**src/rtl/dec_fpga_hold_if.sv**
```systemverilog
// Strobe/code request bus and registered decode outputs for dec_fpga_hold.
// The master side supplies the code; the slave side (the decoder) answers.
interface dec_fpga_hold_if;
   logic [2:0] Y;
   logic       Valid;
   logic       Strobe;
   logic       Ready;
   logic [7:0] D;
   logic       Active;
   logic       Overrun;
   logic [7:0] Count;

   modport master (
      output Y, Valid, Strobe,
      input  Ready, D, Active, Overrun, Count
   );

   modport slave (
      input  Y, Valid, Strobe,
      output Ready, D, Active, Overrun, Count
   );
endinterface

```
**src/rtl/dec_fpga_hold.sv**
```systemverilog
// Registered 3-to-8 decoder: shows a one-hot pattern for HOLD_CYCLES cycles,
// blanks for GAP_CYCLES cycles, then accepts the next strobed code.
module dec_fpga_hold #(
   parameter int unsigned HOLD_CYCLES = 4,
   parameter int unsigned GAP_CYCLES  = 1
) (
   input logic           clk,
   input logic           rst,
   dec_fpga_hold_if.slave bus
);

   localparam logic [1:0] S_IDLE = 2'd0;
   localparam logic [1:0] S_SHOW = 2'd1;
   localparam logic [1:0] S_GAP  = 2'd2;

   localparam logic [7:0] HOLD_LOAD = 8'(HOLD_CYCLES - 1);
   localparam logic [7:0] GAP_LOAD  = 8'(GAP_CYCLES - 1);

   logic [1:0] state_p1;
   logic [7:0] cnt_p1;
   logic [7:0] d_p1;
   logic       vld_p1;
   logic       ready_p1;
   logic       overrun_p1;
   logic [7:0] count_p1;

   function automatic logic [7:0] onehot(input logic [2:0] code, input logic vld);
      onehot = vld ? (8'h01 << code) : 8'h00;
   endfunction

   // Stage p1: every output is a register; Ready mirrors state==IDLE so
   // an overrun is simply a strobe seen while that register is low.
   always_ff @(posedge clk) begin
      if (rst) begin
         state_p1   <= S_IDLE;
         cnt_p1     <= 8'd0;
         d_p1       <= 8'h00;
         vld_p1     <= 1'b0;
         ready_p1   <= 1'b1;
         overrun_p1 <= 1'b0;
         count_p1   <= 8'd0;
      end else begin
         overrun_p1 <= bus.Strobe && !ready_p1;
         case (state_p1)
            S_IDLE: begin
               if (bus.Strobe) begin
                  d_p1     <= onehot(bus.Y, bus.Valid);
                  vld_p1   <= bus.Valid;
                  ready_p1 <= 1'b0;
                  count_p1 <= count_p1 + 8'd1;
                  cnt_p1   <= HOLD_LOAD;
                  state_p1 <= S_SHOW;
               end
            end
            S_SHOW: begin
               if (cnt_p1 != 8'd0) begin
                  cnt_p1 <= cnt_p1 - 8'd1;
               end else begin
                  d_p1   <= 8'h00;
                  vld_p1 <= 1'b0;
                  if (GAP_CYCLES != 0) begin
                     state_p1 <= S_GAP;
                     cnt_p1   <= GAP_LOAD;
                  end else begin
                     state_p1 <= S_IDLE;
                     ready_p1 <= 1'b1;
                  end
               end
            end
            S_GAP: begin
               if (cnt_p1 != 8'd0) begin
                  cnt_p1 <= cnt_p1 - 8'd1;
               end else begin
                  state_p1 <= S_IDLE;
                  ready_p1 <= 1'b1;
               end
            end
            default: begin
               state_p1 <= S_IDLE;
               cnt_p1   <= 8'd0;
               d_p1     <= 8'h00;
               vld_p1   <= 1'b0;
               ready_p1 <= 1'b1;
            end
         endcase
      end
   end

   assign bus.Ready   = ready_p1;
   assign bus.D       = d_p1;
   assign bus.Active  = vld_p1;
   assign bus.Overrun = overrun_p1;
   assign bus.Count   = count_p1;

endmodule
```
**src/flat_wrapper.sv**
```systemverilog
// flat-port wrapper written by rule: the top's interface ports become plain ports
module dec_fpga_hold_flat 
#(
   parameter int unsigned HOLD_CYCLES = 4,
   parameter int unsigned GAP_CYCLES  = 1
)
  (clk, rst, bus_Y, bus_Valid, bus_Strobe, bus_Ready, bus_D, bus_Active, bus_Overrun, bus_Count);
  dec_fpga_hold_if bus_i ();
  input logic clk;
  input logic rst;
  input wire logic [$bits(bus_i.Y)-1:0] bus_Y;
  input wire logic [$bits(bus_i.Valid)-1:0] bus_Valid;
  input wire logic [$bits(bus_i.Strobe)-1:0] bus_Strobe;
  output wire logic [$bits(bus_i.Ready)-1:0] bus_Ready;
  output wire logic [$bits(bus_i.D)-1:0] bus_D;
  output wire logic [$bits(bus_i.Active)-1:0] bus_Active;
  output wire logic [$bits(bus_i.Overrun)-1:0] bus_Overrun;
  output wire logic [$bits(bus_i.Count)-1:0] bus_Count;
  assign bus_i.Y = bus_Y;
  assign bus_i.Valid = bus_Valid;
  assign bus_i.Strobe = bus_Strobe;
  assign bus_Ready = bus_i.Ready;
  assign bus_D = bus_i.D;
  assign bus_Active = bus_i.Active;
  assign bus_Overrun = bus_i.Overrun;
  assign bus_Count = bus_i.Count;
  dec_fpga_hold #(.HOLD_CYCLES(HOLD_CYCLES), .GAP_CYCLES(GAP_CYCLES)) u_core (.clk(clk), .rst(rst), .bus(bus_i));
endmodule
```
**config.mk**
```make
export PLATFORM = sky130hd
export DESIGN_NAME = dec_fpga_hold_flat
export DESIGN_NICKNAME = d
export VERILOG_FILES = /design/src/rtl/dec_fpga_hold_if.sv /design/src/rtl/dec_fpga_hold.sv /design/src/flat_wrapper.sv
export SDC_FILE = /design/constraint.sdc
export NUM_CORES = 1
export LEC_CHECK = 0
export ABC_AREA = 1
export BUFFER_PORTS_ARGS = -buffer_cell sky130_fd_sc_hd__clkbuf_2
export CORE_UTILIZATION = 45
export CTS_BUF_LIST = sky130_fd_sc_hd__clkbuf_8
export CTS_CLUSTER_SIZE = 40
export DETAILED_ROUTE_END_ITERATION = 8
export GPL_TIMING_DRIVEN = 0
export PLACE_DENSITY = 0.67
export RECOVER_POWER = 25
export SYNTH_ARGS = -nofsm -noshare
export SYNTH_HDL_FRONTEND = slang
export SYNTH_SLANG_ARGS = --single-unit
```
**constraint.sdc**
```tcl
create_clock -name clk -period 2.8 [get_ports clk]
set_input_delay 0.56 -clock clk [delete_from_list [all_inputs] [get_ports clk]]
set_output_delay 0.56 -clock clk [all_outputs]
set_load 0.01 [all_outputs]
```
After elaboration in Yosys (flattened, before gate mapping):

Index checks and enable logic that the tools add are counted.

* register bits: 29

* add/subtract/negate cells: 2
* eq/ne operators: 6
* shift operators: 1
* mux-type cells: 18
* bitwise operators: 2
* reductions and logical operators: 9

Operator list (number)
* $mux W8: 6
* $pmux W8 S3: 2
* $reduce_and A3 Y1: 3
* $add A8 B1 Y8 const B: 1
* $reduce_bool A8 Y1: 1
* $shl A1 B3 Y8 const A: 1
* $sub A8 B1 Y8 const B: 1
* $mux W2: 3
* $ne A2 B2 Y1 const B: 3
* $pmux W1 S3: 2
* $pmux W2 S3: 1
* $mux W1: 4
* $reduce_and A2 Y1: 2
* $eq A2 B1 Y1 const B: 1
* $eq A2 B2 Y1 const B: 1
* $logic_not A2 Y1: 1
* $ne A2 B1 Y1 const B: 1
* $not A1 Y1: 2
* $logic_and A1 B1 Y1: 1
* $logic_not A1 Y1: 1

Longest topological paths before layout:

* depth in word-level cells: 4
* gate-level depth with buffers: 12
* depth with buffers taken out: 11

Worst setup path before layout:

OpenSTA, ideal clock, no wires.

* path kind: input-to-reg
* start: input port rst
* end: register u_core.d_p1[0], in the netlist u_core.bus.D[0]
* setup time: 0.069 ns
* arrival time: 1.323 ns
* slack: 1.408 ns
* stages: 6
* cells stage by stage: buf_2 inv_1 nand2_1 nor2_1 nand3_1 o21ai_1

RTL lines
* start, declared: RTL line flat_wrapper.sv:10 `input logic rst;`
* end signal, assigned: RTL line dec_fpga_hold.sv:47 `d_p1 <= onehot(bus.Y, bus.Valid);`
* end, declared: RTL line dec_fpga_hold.sv:21 `logic [7:0] d_p1;`

Final worst setup path:

* start: register u_core.cnt_p1[0]
* end: register u_core.cnt_p1[6]

* cells in the longest elaborated chain, start to end: 3
* elaborated cells between the ends (all ways): 7
* those cells by class: 1 x add/sub; 1 x eq/ne; 3 x mux; 2 x reduce/logical

RTL lines
* start, declared: RTL line dec_fpga_hold.sv:20 `logic [7:0] cnt_p1;`
* start signal, assigned: RTL line dec_fpga_hold.sv:57 `cnt_p1 <= cnt_p1 - 8'd1;`
* start signal, assigned: RTL line dec_fpga_hold.sv:72 `cnt_p1 <= cnt_p1 - 8'd1;`
* $sub A8 B1 Y8 / $reduce_bool A8 Y1 (equally long branches)
* $mux W8 (tied with other cells): RTL line dec_fpga_hold.sv:71 `if (cnt_p1 != 8'd0) begin`
* $pmux W8 S3 / $reduce_and A2 Y1 (equally long branches)

Parallel ways exist; a longest one is shown, timed or not. The select of a mux whose other input is x is not followed.
A chain may end at the register's enable or synchronous reset.

==> flow_metrics.py <==
metrics = {
    "hold_path": {
        "hold_start": "u_core.bus.Ready$_SDFFE_PP1P_",
        "worstHoldPathType": "reg -> reg",
        "hold_depth": 1,
        "whs_endpoint": "u_core.bus.Overrun$_SDFF_PP0_",
    },
    "grt": {
        "grt_pass1_vias": 1207,
        "grt_usage": 0.192,
        "overflow": 0,
        "antenna_found_initial": 0,
        "grt_max_degree": 11,
        "grt_pass1_wl_um": 4870,
    },
    "logic_synthesis": {
        "syn_inst": 191,
        "yosys.cell_types.count": 23,
        "synth_nets": 201,
        "synth_seq_cells": 29,
        "synth-seq-area-share": 0.426,
        "ys_warn_count": 0,
        "syn_area_um2": 1360,
        "avgSynthCellArea_um2": 7.14,
    },
    "pwr": {
        "power_leakage_nw": 0.755,
        "ir_drop_mv": 0.422,
        "p_per_area_nw_per_um2": 816,
    },
    "critical_path": {
        "timing.critical_path.slowest_cell_delay_ps": 360,
        "path_cells": "inv_1, ha_1, nand2_1, inv_1, nand2_1, nand2_2, nand3_2, nand2_2, inv_2, buf_6, nand2_2, nor2_2",
        "critPathRequiredTime_ps": 3020,
        "cpMostUsedCell": "nand2_2",
        "reg2reg_setup_slack_ps": 1200,
        "cp.arrival_ps": 1820,
        "startpoint_type": "register",
        "crit_fanout": 10,
        "reg2reg_depth": 12,
        "slowest_stage": "dfxtp_1",
        "end_kind": "register",
        "r2r_start": "u_core.cnt_p1[0]$_SDFFE_PP0P_",
        "worst-setup-path-type": "reg -> reg",
        "r2r_end": "u_core.cnt_p1[6]$_SDFFE_PP0P_",
    },
    "timing": {
        "slew_violations": 0,
        "clock_skew_ps": 3.13,
        "timing.fmax_mhz": 627,
        "period_minus_slack_ps": 1600,
        "tightest_slew_ps": 485,
        "hold_slack_ps": 454,
        "worst_slack_ps": 1200,
        "slew_headroom": 0.677,
        "setup_violations": 0,
        "finalCritPeriodShare": 0.570,
        "finalHoldViolCount": 0,
        "finalSetupTns_ps": 0,
        "rsz0062_at_grt": "no",
    },
    "finish": {
        "fill_cells": 289,
        "stdcell_count": 254,
        "drive_above_1_share": 0.224,
        "syn_to_final_growth_pct": 17.6,
        "layout_commonest_cell": "nand2_1",
        "nNetsFinal": 232,
        "final_cell_mix": "48 x nand2_1, 29 x dfxtp_1, 21 x clkbuf_2, 20 x inv_1, 19 x nor2_1",
        "antenna_cells": 0,
    },
    "clocking": {
        "ctsResizeCount": 0,
        "clk_path_buf_depth": 2,
        "cts.hold.buffers_added": 0,
        "clk_latency_ps": 280,
        "clk_pin_slew_ps": 60,
        "cts-root-buf": "clkbuf_8",
        "htreeDepth": 2,
        "cts.sinks": 29,
        "cts_made_buffers": 5,
        "postCtsSetupBuffers": 0,
        "cts_tree": "built",
    },
    "detailed_routing": {
        "dr.pass1.iters": 4,
        "drcViolationCount": 0,
        "via_per_inst": 5.02,
        "dr_total_vias": 1274,
        "first_iter_violations": 35,
        "antenna_left": 0,
        "wirelength_um": 2810,
        "detail_route.wl_per_cell_um": 11.1,
    },
    "run": {
        "cap_violations": 0,
    },
    "die": {
        "initial_core_util": 0.486,
        "chipWidth_um": 57.1,
        "rows": 19,
        "die_h_um": 57.1,
        "core_area_um2": 2810,
        "io_pins": 26,
        "die-area_um2": 3250,
    },
    "place": {
        "hpwl_um": 2160,
        "dp_cells": 246,
        "io_buffers": 24,
        "dp_slack_ps": 1140,
        "place_congestion": 0.792,
    },
    "run_status": {
        "status": "finished, final reports clean",
    },
}
## worst max-delay path: cells and delay by family (launching register included)
| family | cells | cell delay (ps) |
|---|---|---|
| fa+ha+maj | 1 | 210 |
| buf+inv | 4 | 360 |
| flops | 1 | 360 |
| simple gates | 7 | 600 |
## stage by stage
stage / area, µm² / util / total power [W]
4_1_cts: 1620 / 0.579 / 0.00134
6_report: 1600 / 0.572 / 0.00131
5_1_grt: 1600 / 0.572 / 0.00140
3_3_place_gp: 1520 / 0.543 / 0.000939
3_5_place_dp: 1520 / 0.543 / 0.000958
2_1_floorplan: 1360 / - / 0.000857
## layout make-up
type                            count  area (µm²)  share of cell area
Multi-Input combinational cell    133         651               0.406
Sequential cell                    29         581               0.362
Timing Repair Buffer               24         116              0.0725
Inverter                           27         101              0.0632
Clock buffer                        7        96.3              0.0601
Tap cell                           31        38.8              0.0242
Buffer                              2        15.0             0.00936
Clock inverter                      1        5.00             0.00312
## registers in the layout, summed over array words and instances, names as in the netlist
register and count:
u_core.bus.Overrun 1, u_core.bus.Ready 1, u_core.state_p1 2, u_core.cnt_p1 8, u_core.bus.D 8, u_core.bus.Count 8, u_core.bus.Active 1
## report_power, final
part           internal (W)  switching [W]  total (W)
sequential         0.000464      0.0000390   0.000503
combinational      0.000147       0.000285   0.000432
clock              0.000222       0.000151   0.000373
total              0.000833       0.000475    0.00131
## synthesized netlist by cell type (all sizes together)
cell | count | area [µm²]
a21oi | 10 | 53.8
buf | 2 | 16.3
dfxtp | 29 | 581
ha | 3 | 37.5
inv | 27 | 101
nand2 | 52 | 218
nand3 | 15 | 80.1
nand3b | 3 | 22.5
nand4 | 3 | 18.8
nor2 | 26 | 118
nor3 | 4 | 20.0
o211ai | 1 | 7.51
o21a | 1 | 7.51
o21ai | 13 | 65.1
xor2 | 2 | 17.5
## worst max-delay path by stage
stage                                       start  slack, ps  cells past startpoint                            end
global placement                              rst       1180                      6   u_core.bus.D[2]$_SDFFE_PP0P_
CTS                 u_core.cnt_p1[0]$_SDFFE_PP0P_       1210                      9  u_core.cnt_p1[6]$_SDFFE_PP0P_
floorplan                                     rst       1410                      6   u_core.bus.D[0]$_SDFFE_PP0P_
detailed placement                            rst       1140                      6   u_core.bus.D[2]$_SDFFE_PP0P_
finish              u_core.cnt_p1[0]$_SDFFE_PP0P_       1200                     12  u_core.cnt_p1[6]$_SDFFE_PP0P_
global route        u_core.cnt_p1[0]$_SDFFE_PP0P_       1030                     12   u_core.bus.D[5]$_SDFFE_PP0P_
## logic make-up after synthesis
group / Yosys count / synth area share
AO/OA/AOI/OAI: 25 / 0.0982
XOR/XNOR: 2 / 0.0128
adder cells (fa/ha/maj): 3 / 0.0275
buffers and inverters: 29 / 0.0862
flip-flops: 29 / 0.426
AND/OR/NAND/NOR: 103 / 0.350
## metal layers
metal  share of wire  vias to the layer above  GRT usage
met3           0.049                        5     0.0612
met5               0                        -          0
li1                -                      668          -
met1            0.46                      571      0.224
met2            0.47                       30      0.329
met4           0.016                        0     0.0732
(Power assumes the default switching activity.)
